<file path="src/rtl/video_timing_pkg.sv">
// Shared definitions for the video timing generator: 720p60 default raster,
// sync polarity constants, controller state type and the colour-bar table
// used by the optional test pattern (VTG_TEST_PATTERN_EN).
package video_timing_pkg;

  // 1280x720@60, 74.25 MHz pixel clock
  localparam int unsigned DEF_H_ACTIVE = 1280;
  localparam int unsigned DEF_H_FP     = 110;
  localparam int unsigned DEF_H_SYNC   = 40;
  localparam int unsigned DEF_H_BP     = 220;
  localparam int unsigned DEF_V_ACTIVE = 720;
  localparam int unsigned DEF_V_FP     = 5;
  localparam int unsigned DEF_V_SYNC   = 5;
  localparam int unsigned DEF_V_BP     = 20;

  localparam bit POL_HIGH = 1'b1;
  localparam bit POL_LOW  = 1'b0;

  typedef enum logic [1:0] {
    IDLE     = 2'd0,
    RUN      = 2'd1,
    STOPPING = 2'd2
  } vtg_state_e;

  // Eight vertical bars, left to right: white, yellow, cyan, green,
  // magenta, red, blue, black. Returned as {red, green, blue}.
  function automatic logic [23:0] bar_colour(input logic [2:0] idx);
    logic [23:0] c;
    c = '0;
    case (idx)
      3'd0: c = 24'hFFFFFF;
      3'd1: c = 24'hFFFF00;
      3'd2: c = 24'h00FFFF;
      3'd3: c = 24'h00FF00;
      3'd4: c = 24'hFF00FF;
      3'd5: c = 24'hFF0000;
      3'd6: c = 24'h0000FF;
      default: c = 24'h000000;
    endcase
    return c;
  endfunction

endpackage

</file>
<file path="src/rtl/video_timing_gen_if.sv">
// Pixel-side bundle of the video timing generator: run control, FIFO
// request/data, sync/de/rgb towards the TMDS encoder and underflow status.
// pattern_sel exists only when VTG_TEST_PATTERN_EN is defined.
interface video_timing_gen_if;
  logic        enable;
  logic [23:0] rgb_in;
  logic        rgb_valid;
  logic        underflow_clr;
`ifdef VTG_TEST_PATTERN_EN
  logic        pattern_sel;
`endif
  logic        data_req;
  logic        hsync;
  logic        vsync;
  logic        de;
  logic [7:0]  red;
  logic [7:0]  green;
  logic [7:0]  blue;
  logic        frame_start;
  logic        underflow;

  // Generator side
  modport master (
`ifdef VTG_TEST_PATTERN_EN
    input  pattern_sel,
`endif
    input  enable, rgb_in, rgb_valid, underflow_clr,
    output data_req, hsync, vsync, de, red, green, blue, frame_start, underflow
  );

  // Consumer / FIFO side
  modport slave (
`ifdef VTG_TEST_PATTERN_EN
    output pattern_sel,
`endif
    output enable, rgb_in, rgb_valid, underflow_clr,
    input  data_req, hsync, vsync, de, red, green, blue, frame_start, underflow
  );
endinterface

</file>
<file path="src/rtl/video_sync_counter.sv">
// Raster position counters for the video timing generator. Counters hold at
// zero while run is low and wrap at the frame totals; region flags and the
// end-of-frame flag are decoded combinationally from the current position.
module video_sync_counter
  import video_timing_pkg::*;
#(
  parameter int unsigned H_ACTIVE = DEF_H_ACTIVE,
  parameter int unsigned H_FP     = DEF_H_FP,
  parameter int unsigned H_SYNC   = DEF_H_SYNC,
  parameter int unsigned H_BP     = DEF_H_BP,
  parameter int unsigned V_ACTIVE = DEF_V_ACTIVE,
  parameter int unsigned V_FP     = DEF_V_FP,
  parameter int unsigned V_SYNC   = DEF_V_SYNC,
  parameter int unsigned V_BP     = DEF_V_BP,
  localparam int unsigned H_TOTAL = H_ACTIVE + H_FP + H_SYNC + H_BP,
  localparam int unsigned V_TOTAL = V_ACTIVE + V_FP + V_SYNC + V_BP,
  localparam int unsigned HW      = $clog2(H_TOTAL),
  localparam int unsigned VW      = $clog2(V_TOTAL)
) (
  input  logic          clk,
  input  logic          rst,
  input  logic          run,
  output logic [HW-1:0] h_cnt,
  output logic [VW-1:0] v_cnt,
  output logic          h_active,
  output logic          v_active,
  output logic          h_sync,
  output logic          v_sync,
  output logic          eof
);

  logic h_last;
  logic v_last;

  assign h_last = (h_cnt == HW'(H_TOTAL - 1));
  assign v_last = (v_cnt == VW'(V_TOTAL - 1));

  // Position counters: h wraps every line, v advances on the h wrap
  always_ff @(posedge clk or posedge rst) begin
    if (rst) begin
      h_cnt <= '0;
      v_cnt <= '0;
    end else if (!run) begin
      h_cnt <= '0;
      v_cnt <= '0;
    end else if (h_last) begin
      h_cnt <= '0;
      v_cnt <= v_last ? '0 : v_cnt + 1'b1;
    end else begin
      h_cnt <= h_cnt + 1'b1;
    end
  end

  // Region decode; v_cnt only moves at h_cnt = 0, so v_sync does too
  always_comb begin
    h_active = (h_cnt < HW'(H_ACTIVE));
    v_active = (v_cnt < VW'(V_ACTIVE));
    h_sync   = (h_cnt >= HW'(H_ACTIVE + H_FP)) &&
               (h_cnt <  HW'(H_ACTIVE + H_FP + H_SYNC));
    v_sync   = (v_cnt >= VW'(V_ACTIVE + V_FP)) &&
               (v_cnt <  VW'(V_ACTIVE + V_FP + V_SYNC));
    eof      = h_last && v_last;
  end

endmodule

</file>
<file path="src/rtl/video_timing_gen.sv">
// Video timing generator: raster controller, two-stage sync/de pipeline and
// pixel request/return path feeding the TMDS encoder. data_req leads de by
// one clock; sync/de/frame_start lag the counters by two clocks.
// Optional colour-bar test pattern under VTG_TEST_PATTERN_EN.
module video_timing_gen
  import video_timing_pkg::*;
#(
  parameter int unsigned H_ACTIVE = DEF_H_ACTIVE,
  parameter int unsigned H_FP     = DEF_H_FP,
  parameter int unsigned H_SYNC   = DEF_H_SYNC,
  parameter int unsigned H_BP     = DEF_H_BP,
  parameter int unsigned V_ACTIVE = DEF_V_ACTIVE,
  parameter int unsigned V_FP     = DEF_V_FP,
  parameter int unsigned V_SYNC   = DEF_V_SYNC,
  parameter int unsigned V_BP     = DEF_V_BP,
  parameter bit          HS_POL   = POL_HIGH,
  parameter bit          VS_POL   = POL_HIGH
) (
  input  logic               pixelclk,
  input  logic               rstin,
  video_timing_gen_if.master vid
);

  localparam int unsigned H_TOTAL = H_ACTIVE + H_FP + H_SYNC + H_BP;
  localparam int unsigned V_TOTAL = V_ACTIVE + V_FP + V_SYNC + V_BP;
  localparam int unsigned HW      = $clog2(H_TOTAL);
  localparam int unsigned VW      = $clog2(V_TOTAL);

  vtg_state_e    state_q, state_d;
  logic          run;
  logic [HW-1:0] h_cnt;
  logic [VW-1:0] v_cnt;
  logic          h_active, v_active, h_sync, v_sync, eof;
  logic          pattern_on;

  logic          req_s1, de_s1, hs_s1, vs_s1, fs_s1;
  logic          req_s2, de_s2, hs_s2, vs_s2, fs_s2;
  logic [23:0]   rgb_out;
  logic          uf_set;

  video_sync_counter #(
    .H_ACTIVE (H_ACTIVE),
    .H_FP     (H_FP),
    .H_SYNC   (H_SYNC),
    .H_BP     (H_BP),
    .V_ACTIVE (V_ACTIVE),
    .V_FP     (V_FP),
    .V_SYNC   (V_SYNC),
    .V_BP     (V_BP)
  ) u_counter (
    .clk      (pixelclk),
    .rst      (rstin),
    .run      (run),
    .h_cnt    (h_cnt),
    .v_cnt    (v_cnt),
    .h_active (h_active),
    .v_active (v_active),
    .h_sync   (h_sync),
    .v_sync   (v_sync),
    .eof      (eof)
  );

  // Controller state register
  always_ff @(posedge pixelclk or posedge rstin) begin
    if (rstin) state_q <= IDLE;
    else       state_q <= state_d;
  end

  // Start/stop only at frame boundaries; a drop of enable on the very last
  // pixel ends the frame straight into IDLE
  always_comb begin
    state_d = state_q;
    run     = (state_q != IDLE);
    unique case (state_q)
      IDLE:     if (vid.enable) state_d = RUN;
      RUN:      if (!vid.enable) state_d = eof ? IDLE : STOPPING;
      STOPPING: if (vid.enable) state_d = RUN;
                else if (eof)   state_d = IDLE;
      default:  state_d = IDLE;
    endcase
  end

`ifdef VTG_TEST_PATTERN_EN
  localparam int unsigned BAR_W = (H_ACTIVE / 8 > 0) ? H_ACTIVE / 8 : 1;
  logic [2:0] bar_s1, bar_s2;

  // Pattern select is latched while idle and at the last pixel of a frame
  always_ff @(posedge pixelclk or posedge rstin) begin
    if (rstin)                        pattern_on <= 1'b0;
    else if (state_q == IDLE || eof)  pattern_on <= vid.pattern_sel;
  end

  // Bar index follows the same two-stage lag as de
  always_ff @(posedge pixelclk or posedge rstin) begin
    if (rstin) begin
      bar_s1 <= '0;
      bar_s2 <= '0;
    end else begin
      bar_s1 <= 3'(h_cnt / HW'(BAR_W));
      bar_s2 <= bar_s1;
    end
  end
`else
  assign pattern_on = 1'b0;
`endif

  // Stage 1: request and raw timing from the counters
  always_ff @(posedge pixelclk or posedge rstin) begin
    if (rstin) begin
      req_s1 <= 1'b0;
      de_s1  <= 1'b0;
      hs_s1  <= 1'b0;
      vs_s1  <= 1'b0;
      fs_s1  <= 1'b0;
    end else begin
      req_s1 <= h_active & v_active & run & ~pattern_on;
      de_s1  <= h_active & v_active & run;
      hs_s1  <= h_sync & run;
      vs_s1  <= v_sync & run;
      fs_s1  <= run & (h_cnt == '0) & (v_cnt == '0);
    end
  end

  // Stage 2: output timing plus the request that the current rgb_in answers
  always_ff @(posedge pixelclk or posedge rstin) begin
    if (rstin) begin
      req_s2 <= 1'b0;
      de_s2  <= 1'b0;
      hs_s2  <= 1'b0;
      vs_s2  <= 1'b0;
      fs_s2  <= 1'b0;
    end else begin
      req_s2 <= req_s1;
      de_s2  <= de_s1;
      hs_s2  <= hs_s1;
      vs_s2  <= vs_s1;
      fs_s2  <= fs_s1;
    end
  end

  // rgb_in arrives in the same cycle as de (one clock after data_req), so
  // the pixel is selected against the registered request rather than
  // re-registered, keeping it aligned with de without an extra stage.
`ifdef VTG_TEST_PATTERN_EN
  assign rgb_out = (de_s2 && pattern_on)     ? bar_colour(bar_s2) :
                   (req_s2 && vid.rgb_valid) ? vid.rgb_in : '0;
`else
  assign rgb_out = (req_s2 && vid.rgb_valid) ? vid.rgb_in : '0;
`endif

  assign uf_set = req_s2 & ~vid.rgb_valid;

  // Sticky underflow; a set in the same cycle as a clear wins
  always_ff @(posedge pixelclk or posedge rstin) begin
    if (rstin)                  vid.underflow <= 1'b0;
    else if (uf_set)            vid.underflow <= 1'b1;
    else if (vid.underflow_clr) vid.underflow <= 1'b0;
  end

  assign vid.data_req    = req_s1;
  assign vid.de          = de_s2;
  assign vid.hsync       = HS_POL ? hs_s2 : ~hs_s2;
  assign vid.vsync       = VS_POL ? vs_s2 : ~vs_s2;
  assign vid.frame_start = fs_s2;
  assign vid.red         = rgb_out[23:16];
  assign vid.green       = rgb_out[15:8];
  assign vid.blue        = rgb_out[7:0];

endmodule
</file>
<file path="src/flat_wrapper.sv">
// flat-port wrapper written by rule: the top's interface ports become plain ports
module video_timing_gen_flat import video_timing_pkg::*;
#(
  parameter int unsigned H_ACTIVE = DEF_H_ACTIVE,
  parameter int unsigned H_FP     = DEF_H_FP,
  parameter int unsigned H_SYNC   = DEF_H_SYNC,
  parameter int unsigned H_BP     = DEF_H_BP,
  parameter int unsigned V_ACTIVE = DEF_V_ACTIVE,
  parameter int unsigned V_FP     = DEF_V_FP,
  parameter int unsigned V_SYNC   = DEF_V_SYNC,
  parameter int unsigned V_BP     = DEF_V_BP,
  parameter bit          HS_POL   = POL_HIGH,
  parameter bit          VS_POL   = POL_HIGH
)
  (pixelclk, rstin, vid_enable, vid_rgb_in, vid_rgb_valid, vid_underflow_clr, vid_data_req, vid_hsync, vid_vsync, vid_de, vid_red, vid_green, vid_blue, vid_frame_start, vid_underflow);
  video_timing_gen_if vid_i ();
  input  logic pixelclk;
  input  logic rstin;
  input wire logic [$bits(vid_i.enable)-1:0] vid_enable;
  input wire logic [$bits(vid_i.rgb_in)-1:0] vid_rgb_in;
  input wire logic [$bits(vid_i.rgb_valid)-1:0] vid_rgb_valid;
  input wire logic [$bits(vid_i.underflow_clr)-1:0] vid_underflow_clr;
  output wire logic [$bits(vid_i.data_req)-1:0] vid_data_req;
  output wire logic [$bits(vid_i.hsync)-1:0] vid_hsync;
  output wire logic [$bits(vid_i.vsync)-1:0] vid_vsync;
  output wire logic [$bits(vid_i.de)-1:0] vid_de;
  output wire logic [$bits(vid_i.red)-1:0] vid_red;
  output wire logic [$bits(vid_i.green)-1:0] vid_green;
  output wire logic [$bits(vid_i.blue)-1:0] vid_blue;
  output wire logic [$bits(vid_i.frame_start)-1:0] vid_frame_start;
  output wire logic [$bits(vid_i.underflow)-1:0] vid_underflow;
  assign vid_i.enable = vid_enable;
  assign vid_i.rgb_in = vid_rgb_in;
  assign vid_i.rgb_valid = vid_rgb_valid;
  assign vid_i.underflow_clr = vid_underflow_clr;
  assign vid_data_req = vid_i.data_req;
  assign vid_hsync = vid_i.hsync;
  assign vid_vsync = vid_i.vsync;
  assign vid_de = vid_i.de;
  assign vid_red = vid_i.red;
  assign vid_green = vid_i.green;
  assign vid_blue = vid_i.blue;
  assign vid_frame_start = vid_i.frame_start;
  assign vid_underflow = vid_i.underflow;
  video_timing_gen #(.H_ACTIVE(H_ACTIVE), .H_FP(H_FP), .H_SYNC(H_SYNC), .H_BP(H_BP), .V_ACTIVE(V_ACTIVE), .V_FP(V_FP), .V_SYNC(V_SYNC), .V_BP(V_BP), .HS_POL(HS_POL), .VS_POL(VS_POL)) u_core (.pixelclk(pixelclk), .rstin(rstin), .vid(vid_i));
endmodule
</file>
<file path="config.mk">
export PLATFORM = sky130hd
export DESIGN_NAME = video_timing_gen_flat
export DESIGN_NICKNAME = d
export VERILOG_FILES = /design/src/rtl/video_timing_pkg.sv /design/src/rtl/video_timing_gen_if.sv /design/src/rtl/video_sync_counter.sv /design/src/rtl/video_timing_gen.sv /design/src/flat_wrapper.sv
export SDC_FILE = /design/constraint.sdc
export NUM_CORES = 1
export LEC_CHECK = 0
export ABC_AREA = 1
export BUFFER_PORTS_ARGS = -buffer_cell sky130_fd_sc_hd__buf_4
export CAP_MARGIN = 15
export CORE_ASPECT_RATIO = 2
export CORE_MARGIN = 5
export CORE_UTILIZATION = 51
export DETAILED_ROUTE_END_ITERATION = 6
export GPL_TIMING_DRIVEN = 1
export PLACE_DENSITY = 0.79
export SLEW_MARGIN = 20
export SYNTH_ARGS = -nofsm -noshare
export SYNTH_HDL_FRONTEND = slang
export SYNTH_SLANG_ARGS = --single-unit
</file>
<file path="constraint.sdc">
create_clock -name pixelclk -period 1.7 [get_ports pixelclk]
set_input_delay 0.085 -clock pixelclk [delete_from_list [all_inputs] [get_ports pixelclk]]
set_output_delay 0.085 -clock pixelclk [all_outputs]
set_load 0.02 [all_outputs]
</file>
; ---- Word-level counts from Yosys, hierarchy flattened
; Index checks and enable logic that the tools add are counted.
[op_classes]
add_sub_neg = 2
magnitude_cmp = 6
eq_ne = 8
n_mux = 14
bitwise = 8
reduce_logical = 10
[op_table]
columns = operator, n
row1 = $mux W10, 3
row2 = $mux W24, 1
row3 = $lt A11 B11 Y1 const B, 2
row4 = $mux W11, 2
row5 = $lt A10 B10 Y1 const B, 2
row6 = $add A11 B1 Y11 const B, 1
row7 = $eq A11 B11 Y1 const B, 1
row8 = $ge A11 B11 Y1 const B, 1
row9 = $logic_not A11 Y1, 1
row10 = $add A10 B1 Y10 const B, 1
row11 = $eq A10 B10 Y1 const B, 1
row12 = $ge A10 B10 Y1 const B, 1
row13 = $logic_not A10 Y1, 1
row14 = $mux W2, 5
row15 = $and A1 B1 Y1, 7
row16 = $ne A2 B2 Y1 const B, 3
row17 = $pmux W2 S3, 1
row18 = $logic_and A1 B1 Y1, 4
row19 = $reduce_bool A2 Y1, 2
row20 = $ne A3 B2 Y1 const B, 1
row21 = $reduce_and A3 Y1, 1
row22 = $eq A2 B1 Y1 const B, 1
row23 = $eq A2 B2 Y1 const B, 1
row24 = $logic_not A2 Y1, 1
row25 = 2 further kinds, 3
[word_totals]
register_bits = 32
in_bits = 29
output_inout_bits = 30
word_cells = 60

; ---- Logic depth before layout (Yosys ltp)
; Gate-level depths: netlist of the first run.
[logic_depth]
depth_word = 5
mapped_depth = 9
ltp_nobuf = 9

; ---- By module
; A second synthesis of the first run with hierarchy kept.
[hier_totals]
hier_cells = 302
area_unflattened_um2 = 2079.5
[modules_own_cells]
columns = module, n_inst, cells_each, area_each_um2, seq_area_each_um2
row1 = video_sync_counter, 1, 202, 1383.8, 525.5
row2 = video_timing_gen, 1, 100, 695.7, 275.3

; ---- Worst setup path after synthesis of the first run
; Ideal clock, no wire load.
[synth_timing]
kind = reg-to-reg
from = register u_core.u_counter.h_cnt[1]
to = register u_core.u_counter.v_cnt[8]
setup_ps = 127
arrival_ps = 1183
required_time_ps = 1573
slack_ps = 390
path_stages_with_launch = 7
path_buffers = 1
period_less_slack_ps = 1310
cell_sequence = dfrtp_1 -> inv_1 -> ha_1 -> nand4_1 -> o21ai_2 -> buf_6 -> o21ai_0
[synth_via]
elab_chain_cells = 2
[synth_rtl]
columns = element, line
row1 = start: declaration, video_sync_counter.sv:23  ; output logic [HW-1:0] h_cnt,
row2 = start signal: assignment, video_sync_counter.sv:50  ; h_cnt <= h_cnt + 1'b1;
row3 = $eq A11 B11 Y1, video_sync_counter.sv:35  ; assign h_last = (h_cnt == HW'(H_TOTAL - 1));
row4 = $ne A2 B2 Y1 (no source line), n/a
row5 = end signal: assignment, video_sync_counter.sv:48  ; v_cnt <= v_last ? '0 : v_cnt + 1'b1;
row6 = end: declaration, video_sync_counter.sv:24  ; output logic [VW-1:0] v_cnt,
; Every way passes these cells.
; A chain may end at the register's enable or synchronous reset.

; ---- Worst setup path after layout of the first run
[layout_timing]
from = register u_core.u_counter.v_cnt[1]
to = register u_core.u_counter.v_cnt[1]
[layout_via]
elab_chain_cells = 4
elab_cells_between_ends = 5
cone_classes = 1 x add/sub / 1 x eq/ne / 3 x mux
[layout_rtl]
columns = element, line
row1 = $add A10 B1 Y10 or $eq A10 B10 Y1 (tied branches), "video_sync_counter.sv:48, video_sync_counter.sv:36"
row2 = $mux W10 *, video_sync_counter.sv:48
row3 = $mux W10 *, video_sync_counter.sv:46  ; end else if (h_last) begin
row4 = $mux W10 *, video_sync_counter.sv:43  ; end else if (!run) begin
; Mark *: on every way between the ends. The rest lies on a longest branch, timed or not. The select of a mux whose other input is x is not followed.

==> results of run 1 <==
==> worst max-delay path by stage <==
stage	startpoint	to	cells past startpoint
after floorplan	u_core.u_counter.h_cnt[1]	u_core.u_counter.v_cnt[8]	6
after global placement	u_core.u_counter.h_cnt[1]	u_core.u_counter.v_cnt[0]	6
after detailed placement	u_core.u_counter.h_cnt[1]	u_core.u_counter.v_cnt[0]	6
after CTS	u_core.u_counter.v_cnt[1]	u_core.u_counter.v_cnt[6]	9
after global routing	u_core.u_counter.h_cnt[1]	u_core.u_counter.v_cnt[7]	6
final	u_core.u_counter.v_cnt[1]	u_core.u_counter.v_cnt[1]	9
==> sequential cells by signal, indices dropped and copies added (netlist names) <==
signal                  flops
u_core.vid.hsync            1
u_core.vid.vsync            1
u_core.u_counter.v_cnt     10
u_core.vid.frame_start      1
u_core.hs_s1                1
u_core.state_q              2
u_core.vs_s1                1
u_core.req_s2               1
u_core.fs_s1                1
u_core.vid.underflow        1
u_core.u_counter.h_cnt     11
u_core.vid.data_req         1
==> final cells by class <==
type | instances | area share, %
Timing Repair Buffer | 67 | 19.66
Tap cell | 51 | 2.458
Multi-Input combinational cell | 181 | 35.33
Clock buffer | 8 | 3.470
Inverter | 57 | 8.241
Sequential cell | 32 | 30.84
==> where the power goes <==
group,internal [mW],leakage (nW),switching (mW)
Sequential,0.818,0.426,0.0628
Clock,0.330,0.0455,0.267
Combinational,0.206,0.976,0.257
Total,1.35,1.45,0.587
==> worst register-to-register path, stage by stage (launching register included) <==
cell and delay, ns:
sky130_fd_sc_hd__dfrtp_1 0.44, sky130_fd_sc_hd__inv_1 0.12, sky130_fd_sc_hd__ha_1 0.23, sky130_fd_sc_hd__nand3_1 0.09
sky130_fd_sc_hd__nor2_1 0.04, sky130_fd_sc_hd__nand2_1 0.11, sky130_fd_sc_hd__nand2_1 0.08, sky130_fd_sc_hd__nor2_1 0.21
sky130_fd_sc_hd__nand2_1 0.10, sky130_fd_sc_hd__nand2_1 0.07
==> per-stage QoR <==
| stage | util (%) | hold slack (ns) | instance area (µm²) | power (mW) | instances |
|---|---|---|---|---|---|
| after global routing | 68.26 | 0.06978 | 2596 | 2.051 | 396 |
| after CTS | 68.26 | 0.04629 | 2596 | 1.956 | 396 |
| after global placement | 65.10 | 0.1974 | 2476 | 1.337 | 385 |
| after floorplan | - | 0.1850 | 1956 | 1.151 | 274 |
| after detailed placement | 65.10 | 0.2043 | 2476 | 1.352 | 385 |
| final | 68.26 | 0.04436 | 2596 | 1.940 | 396 |
==> layout by cell type, fill, tap and decap left out, drive strengths merged <==
master,n
xor2,5
buf,64
nand3b,1
a21oi,7
nor3,8
xnor2,2
ha,7
nand3,16
nand2,52
clkbuf,8
o21ai,13
nand4,9
inv,57
dlygate4sd3,3
nor2,59
dfrtp,32
o22ai,1
o21bai,1
==> cell families (layout without fill, tap and decap cells) <==
family                     Yosys count  count (layout)  synth area share, %
and+or+nand+nor                    145             145                33.27
xor gates and xnor gates             7               7                3.135
buffers and inverters               61             132                12.16
AOI/OAI and AO/OA                   22              22                6.014
DFF                                 32              32                40.95
adders and majority gates            7               7                4.478
==> routing by layer <==
metal | global-route usage (%) | vias up
met5 | 0 | -
met3 | 5.069 | 30
met1 | 19.76 | 903
li1 | - | 978
met4 | 16.34 | 0
met2 | 37.57 | 116
==> repair_timing <==
| item | 4_1_cts | 5_1_grt |
|---|---|---|
| hold buffers | 3 | 0 |
| setup endpoints to repair | 0 | 0 |
| endpoints found under the hold margin | 33 | 0 |
==> flow_summary.ini, run 1 <==
[power]
power_density_nw_per_um2 = 747.3
leakagePower_nw = 1.448
worst_ir_drop_vdd_v = 0.0008429

[layout]
areaGrowthSynthToFinish_pct = 32.76
layout-drive-gt1-share_pct = 23.48
multi_input_comb_area_um2 = 917.1
register_area_um2 = 800.8
antenna_cells = 0
fillCellCount = 328
design.final.nets = 380

[yosys]
synth_area_leaders = sky130_fd_sc_hd__dfrtp_1, sky130_fd_sc_hd__inv_1, sky130_fd_sc_hd__nor2_1
count_leader_synth = sky130_fd_sc_hd__inv_1
synth_seq_area_share_pct = 40.95
postSynth.topFlopCell = sky130_fd_sc_hd__dfrtp_1
synth.ff_latch_count = 32
syn-instance-count = 274
synth_top_cell_by_area = sky130_fd_sc_hd__dfrtp_1
syn_area_um2 = 1956
synth.avg_cell_area_um2 = 7.137
ys_top_cells_by_count = sky130_fd_sc_hd__inv_1, sky130_fd_sc_hd__nor2_1, sky130_fd_sc_hd__nand2_1
synth_top_area_share_pct = 40.95
synth-warning-count = 0
synth_edf_count = 0
postSynth.asyncResetShare_pct = 100.0
mappedNetlistNets = 310
netlist-cell-type-count = 25

[clock_network]
latest_clock_arrival_within_the_worst_skew_pair_ns = 0.29
clk_root_buffer_cell = sky130_fd_sc_hd__clkbuf_8
cts_repair_resize_count = 0
cts_buffers = 5
cts.repair_timing.setup_buffer_count = 0
tritoncts = yes
clock_transition_at_the_registers_of_the_reported_paths_ns = 0.06
cts_buffer_depth = 2
clock_sink_count = 32
cts-htree-levels = 2

[min_path]
whs_path_depth = 3
hold_end = u_core.state_q[0]
worst_hold_path_type = input pin to register
hold_path.startpoint = vid_enable

[floorplan]
core_um2 = 3804
die_area_um2 = 5248
die_w_um = 53.79
vert_die_dim_um = 97.57
start_util_pct = 51.41
pin_count = 59
rows = 32

[critical_path]
critical_path.endpoint_type = register
worst_path_max_delay_cell = sky130_fd_sc_hd__dfrtp_1
launching_element_type_of_the_critical_path = register
critical_path.reg2reg.startpoint = u_core.u_counter.v_cnt[1]
cp.required_ns = 1.93
cp_cell_sequence = inv_1, ha_1, nand3_1, nor2_1, nand2_1, nand2_1, nor2_1, nand2_1, nand2_1
critical_path_arrival_ns = 1.77
worst_reg_to_reg_cells = 9
reg2reg_slack_ns = 0.16
critical-path-max-stage-delay_ns = 0.44
crit_path_frequent_cell = sky130_fd_sc_hd__nand2_1
rr_endpoint = u_core.u_counter.v_cnt[1]
timing.critical_path.fanout_max = 6
number_of_buffers_and_inverters_on_the_critical_path = 1
cpLargestDelayFamily = simple AND/OR/NAND/NOR gates
criticalPathCategory = register to register

[sta]
skew_ns = 0.005977
setup_tns_ns = 0
rsz_0062_raised_after_global_routing = false
finalSetupViolCount = 0
slew_violations = 0
maxSlewHeadroom_pct = 73.17
maxClockFrequency_mhz = 647.9
worstMarginPinSlew_ns = 0.4025
layout_min_cycle_time_ns = 1.544
final_hold_viol_count = 0
worst_slack_ns = 0.1565
finalCritPeriodShare_pct = 90.79

[routing]
route.top_layer_used = met4
detail_route.wirelength.met1_um = 1715
antenna_violation_net_count_after_detailed_routing = 0
first_iter_violations = 50
wl_met2_um = 2668
met3_length_um = 570
drc = 0
post_drt_wl_per_cell_um = 13.28
dr.pass1.iters = 4
drt-total-wl_um = 5260
num_vias = 2027
viasPerCell = 5.119

[place]
placer_s_final_routability_congestion_estimate = 0.9217
io_buffers = 58
dp.final_hpwl_um = 4138
placement_stage_worst_setup_slack_ns = 0.2200

[grt]
track_usage_pct = 21.59
number_of_global_route_vias_before_repair = 2126
antenna_found_initial = 0
maximum_number_of_pins_on_one_net_before_global_route_repair = 33
global_route_wire_length_before_repair_um = 8618
grt_overflow = 0

[flow_run]
drv.max_cap_violation_count = 0

[status]
run_status = completed
Note: power is estimated with default switching activity, not from simulation.
==> run 2: changes to the inputs <==
--- a/config.mk
+++ b/config.mk
@@ -13,6 +13,7 @@
 export CORE_UTILIZATION = 51
 export DETAILED_ROUTE_END_ITERATION = 6
 export GPL_TIMING_DRIVEN = 1
+export MAX_ROUTING_LAYER = met4
 export PLACE_DENSITY = 0.79
 export SLEW_MARGIN = 20
 export SYNTH_ARGS = -nofsm -noshare
==> flow_summary.ini, run 2 (synthesis results as in run 1) <==
[flow_run]
drv.max_cap_violation_count = 0

[clock_network]
clock_sink_count = 32
cts-htree-levels = 2
cts_buffer_depth = 2
latest_clock_arrival_within_the_worst_skew_pair_ns = 0.28
tritoncts = yes
clock_transition_at_the_registers_of_the_reported_paths_ns = 0.06
clk_root_buffer_cell = sky130_fd_sc_hd__clkbuf_8
cts.repair_timing.setup_buffer_count = 0
cts-hold-fix-buffers = 3
cts_buffers = 5
cts_repair_resize_count = 0

[sta]
maxSlewHeadroom_pct = 73.57
worstMarginPinSlew_ns = 0.3964
slew_violations = 0
finalCritPeriodShare_pct = 88.24
final_hold_viol_count = 0
setup_tns_ns = 0
skew_ns = 0.005527
layout_min_cycle_time_ns = 1.500
rsz_0062_raised_after_global_routing = false
finalSetupViolCount = 0
worst_hold_slack_ns = 0.04365
maxClockFrequency_mhz = 666.6

[power]
worst_ir_drop_vdd_v = 0.0007587
leakagePower_nw = 1.454
power_density_nw_per_um2 = 741.3

[critical_path]
critical_path_arrival_ns = 1.68
cp.required_ns = 1.88
timing.critical_path.fanout_max = 5
launching_element_type_of_the_critical_path = register
critical_path.reg2reg.startpoint = u_core.u_counter.v_cnt[6]
worst_reg_to_reg_cells = 7
critical_path.endpoint_type = register
criticalPathCategory = register to register
reg2reg_slack_ns = 0.20
rr_endpoint = u_core.u_counter.v_cnt[6]

[layout]
design.final.nets = 381
layout.cells.most_common_list = sky130_fd_sc_hd__buf_4, sky130_fd_sc_hd__inv_1, sky130_fd_sc_hd__nor2_1, sky130_fd_sc_hd__nand2_1, sky130_fd_sc_hd__dfrtp_1
reg_top3 = u_core.u_counter.h_cnt: 11 flops, u_core.u_counter.v_cnt: 10 flops, u_core.state_q: 2 flops
layout_commonest_cell = sky130_fd_sc_hd__buf_4
layout-drive-gt1-share_pct = 23.70
register_with_the_highest_flop_count = u_core.u_counter.h_cnt
areaGrowthSynthToFinish_pct = 33.14
antenna_cells = 0
largest_register_ffs = 11

[min_path]
worst_hold_path_type = input pin to register
whs_path_depth = 4
hold_path.startpoint = vid_enable
hold_end = u_core.state_q[1]

[grt]
grt_overflow = 0
number_of_global_route_vias_before_repair = 2012
antenna_found_initial = 0
track_usage_pct = 21.87
global_route_wire_length_before_repair_um = 8383
maximum_number_of_pins_on_one_net_before_global_route_repair = 33

[routing]
num_vias = 1957
first_iter_violations = 35
drc = 0
viasPerCell = 4.929
drt-total-wl_um = 5108
dr.pass1.iters = 4
post_drt_wl_per_cell_um = 12.87
antenna_violation_net_count_after_detailed_routing = 0

[floorplan]
rows = 32
pin_count = 59
vert_die_dim_um = 97.57
die_area_um2 = 5248
start_util_pct = 51.41
core_um2 = 3804
die_w_um = 53.79

[place]
placer_s_final_routability_congestion_estimate = 0.9255
io_buffers = 58
dp.final_hpwl_um = 4060

[status]
run_status = completed
-- run 2: changes by cell type in the layout (fill, tap and decap cells not counted), sizes merged --
cell	change
buf	+1
-- run 2: worst max path at each step --
stage | from | endpoint | slack, ns | cells after the start
after CTS | u_core.u_counter.h_cnt[1] | u_core.u_counter.v_cnt[2] | 0.21 | 6
after global routing | u_core.u_counter.v_cnt[6] | u_core.u_counter.v_cnt[6] | 0.10 | 7
after detailed placement | u_core.u_counter.h_cnt[1] | u_core.u_counter.v_cnt[2] | 0.24 | 6
final | u_core.u_counter.v_cnt[6] | u_core.u_counter.v_cnt[6] | 0.20 | 7
after global placement | u_core.u_counter.h_cnt[0] | u_core.u_counter.h_cnt[9] | 0.28 | 6
after floorplan | u_core.u_counter.h_cnt[1] | u_core.u_counter.v_cnt[8] | 0.39 | 6
-- run 2: worst max-delay path, cell delays in order, from the launching register on --
cell,delay (ns)
sky130_fd_sc_hd__dfrtp_1,0.45
sky130_fd_sc_hd__nand2_1,0.14
sky130_fd_sc_hd__nor3_1,0.31
sky130_fd_sc_hd__nand2_1,0.17
sky130_fd_sc_hd__nand2_1,0.12
sky130_fd_sc_hd__nor2_1,0.08
sky130_fd_sc_hd__nand2_1,0.07
sky130_fd_sc_hd__nand2_1,0.05
-- run 2: power by group --
| group | total (mW) | internal, mW | switching [mW] |
|---|---|---|---|
| Sequential | 0.877 | 0.818 | 0.0588 |
| Clock | 0.592 | 0.330 | 0.262 |
| Combinational | 0.461 | 0.206 | 0.256 |
| Total | 1.93 | 1.35 | 0.577 |
-- run 2: stage by stage --
step           power, mW  utilization [%]  instance area (µm²)  setup WS (ns)  cells
4_1_cts            1.960            68.45                 2604         0.2147    397
3_3_place_gp       1.337            65.30                 2484         0.2820    386
2_1_floorplan      1.151                -                 1956         0.3899    274
6_report           1.930            68.45                 2604         0.1999    397
3_5_place_dp       1.350            65.30                 2484         0.2368    386
5_1_grt            2.041            68.45                 2604         0.1027    397
-- run 2: layout make-up --
| type | instances | area (µm²) |
|---|---|---|
| well taps | 51 | 63.81 |
| flip-flops and latches | 32 | 800.8 |
| fillers | 326 | 1200 |
| repair buffers | 68 | 518.0 |
| multi-input cells | 181 | 917.1 |
| clock buffers | 8 | 90.09 |
| inverters | 57 | 214.0 |
-- run 2: per-layer routing --
layer / GRT usage (%) / vias to the layer above / part of all wire (%)
met5: - / - / 0
met4: 14.17 / 0 / 5.3
met3: 3.994 / 21 / 9.3
met2: 37.85 / 94 / 51
met1: 20.32 / 860 / 34
li1: - / 982 / -
==> run 3: changes to the inputs <==
--- a/config.mk
+++ b/config.mk
@@ -7,8 +7,6 @@
 export LEC_CHECK = 0
 export ABC_AREA = 1
 export BUFFER_PORTS_ARGS = -buffer_cell sky130_fd_sc_hd__buf_4
-export CAP_MARGIN = 15
-export CORE_ASPECT_RATIO = 2
 export CORE_MARGIN = 5
 export CORE_UTILIZATION = 51
 export DETAILED_ROUTE_END_ITERATION = 6
==> flow_summary.ini, run 3 (synthesis results as in run 1) <==
[power]
leakagePower_nw = 1.433
worst_ir_drop_vdd_v = 0.0007248
finalPower_mw = 1.865
power_density_nw_per_um2 = 726.9

[grt]
maximum_number_of_pins_on_one_net_before_global_route_repair = 33
grt_overflow = 0
number_of_global_route_vias_before_repair = 1714
global_route_wire_length_before_repair_um = 7583
track_usage_pct = 19.26
antenna_found_initial = 0

[sta]
finalCritPeriodShare_pct = 90.26
skew_ns = 0.005749
maxClockFrequency_mhz = 651.7
finalSetupViolCount = 0
setup_tns_ns = 0
layout_min_cycle_time_ns = 1.534
worst_hold_slack_ns = 0.03170
final_hold_viol_count = 0
rsz_0062_raised_after_global_routing = false
slew_violations = 0
worst_slack_ns = 0.1655
worstMarginPinSlew_ns = 0.3880
maxSlewHeadroom_pct = 74.13

[min_path]
hold_path.startpoint = vid_enable
hold_end = u_core.state_q[0]
worst_hold_path_type = input pin to register
whs_path_depth = 3

[layout]
register_area_um2 = 800.8
reg_top3 = u_core.u_counter.h_cnt: 11 flops, u_core.u_counter.v_cnt: 10 flops, u_core.state_q: 2 flops
layout-drive-gt1-share_pct = 23.10
register_with_the_highest_flop_count = u_core.u_counter.h_cnt
largest_register_ffs = 11
areaGrowthSynthToFinish_pct = 31.16
antenna_cells = 0
fillCellCount = 319
layout_commonest_cell = sky130_fd_sc_hd__buf_4
multi_input_comb_area_um2 = 917.1
layout.cells.most_common_list = sky130_fd_sc_hd__buf_4, sky130_fd_sc_hd__inv_1, sky130_fd_sc_hd__nor2_1, sky130_fd_sc_hd__nand2_1, sky130_fd_sc_hd__dfrtp_1
design.final.nets = 378

[clock_network]
cts_buffers = 5
clk_root_buffer_cell = sky130_fd_sc_hd__clkbuf_8
tritoncts = yes
cts_buffer_depth = 2
cts.repair_timing.setup_buffer_count = 0
latest_clock_arrival_within_the_worst_skew_pair_ns = 0.29
cts_repair_resize_count = 0
clock_sink_count = 32
clock_transition_at_the_registers_of_the_reported_paths_ns = 0.06
cts-htree-levels = 2
cts-hold-fix-buffers = 3

[routing]
post_drt_wl_per_cell_um = 11.96
dr.pass1.iters = 4
num_vias = 1887
drc = 0
first_iter_violations = 77
antenna_violation_net_count_after_detailed_routing = 0
viasPerCell = 4.838
drt-total-wl_um = 4663

[critical_path]
cp.required_ns = 1.88
critical_path.endpoint_type = register
critical_path_arrival_ns = 1.71
reg2reg_slack_ns = 0.17
critical_path.reg2reg.startpoint = u_core.u_counter.h_cnt[1]
launching_element_type_of_the_critical_path = register
criticalPathCategory = register to register
worst_reg_to_reg_cells = 6
rr_endpoint = u_core.u_counter.h_cnt[6]
timing.critical_path.fanout_max = 6

[floorplan]
start_util_pct = 53.02
pin_count = 59
rows = 22
die_area_um2 = 5173
vert_die_dim_um = 71.93
die_w_um = 71.93
core_um2 = 3689

[place]
dp.final_hpwl_um = 3667
io_buffers = 58
placer_s_final_routability_congestion_estimate = 0.9512
placement_stage_worst_setup_slack_ns = 0.1783

[status]
run_status = completed

[flow_run]
drv.max_cap_violation_count = 0
## run 3: report_power, final
group	internal, mW	total [mW]	leakage [nW]	switching [mW]
Clock	0.277	0.532	0.0410	0.255
Combinational	0.203	0.455	0.966	0.252
Sequential	0.818	0.878	0.426	0.0596
Total	1.30	1.86	1.43	0.566
## run 3: metrics by stage
step           std cells  area (µm²)  utilization, %
6_report             390        2565           69.54
3_3_place_gp         380        2457           66.62
2_1_floorplan        274        1956               -
4_1_cts              390        2565           69.54
3_5_place_dp         380        2457           66.62
5_1_grt              390        2565           69.54
## run 3: cell type report
type | count | area share [%]
Inverter | 57 | 8.341
Tap cell | 48 | 2.341
Clock buffer | 6 | 2.829
Timing Repair Buffer | 65 | 19.32
Multi-Input combinational cell | 181 | 35.76
Sequential cell | 32 | 31.22
Clock inverter | 1 | 0.1951
## run 3: layer usage
metal  up-vias  global-route usage [%]  routed length, µm
li1        968                       -                  -
met1       829                   22.78               1993
met2        82                   29.90               2014
met3         8                   6.787                579
met4         0                   7.933                 76
met5         -                       -                  0
## run 3: how the worst max path moves through the flow
| stage | from | end | slack [ns] |
|---|---|---|---|
| after detailed placement | u_core.u_counter.h_cnt[1] | u_core.u_counter.h_cnt[6] | 0.18 |
| after global routing | u_core.u_counter.h_cnt[1] | u_core.u_counter.h_cnt[0] | 0.06 |
| final | u_core.u_counter.h_cnt[1] | u_core.u_counter.h_cnt[6] | 0.17 |
| after CTS | u_core.u_counter.h_cnt[1] | u_core.u_counter.h_cnt[6] | 0.16 |
| after global placement | u_core.u_counter.h_cnt[1] | u_core.u_counter.h_cnt[6] | 0.25 |
| after floorplan | u_core.u_counter.h_cnt[1] | u_core.u_counter.v_cnt[8] | 0.39 |
## run 3: critical path: stages, from the launching register on
cell                      delay, ns
sky130_fd_sc_hd__dfrtp_1       0.41
sky130_fd_sc_hd__inv_1         0.08
sky130_fd_sc_hd__ha_1          0.13
sky130_fd_sc_hd__nand4_1       0.21
sky130_fd_sc_hd__o21ai_2       0.33
sky130_fd_sc_hd__buf_4         0.20
sky130_fd_sc_hd__nor2_1        0.05
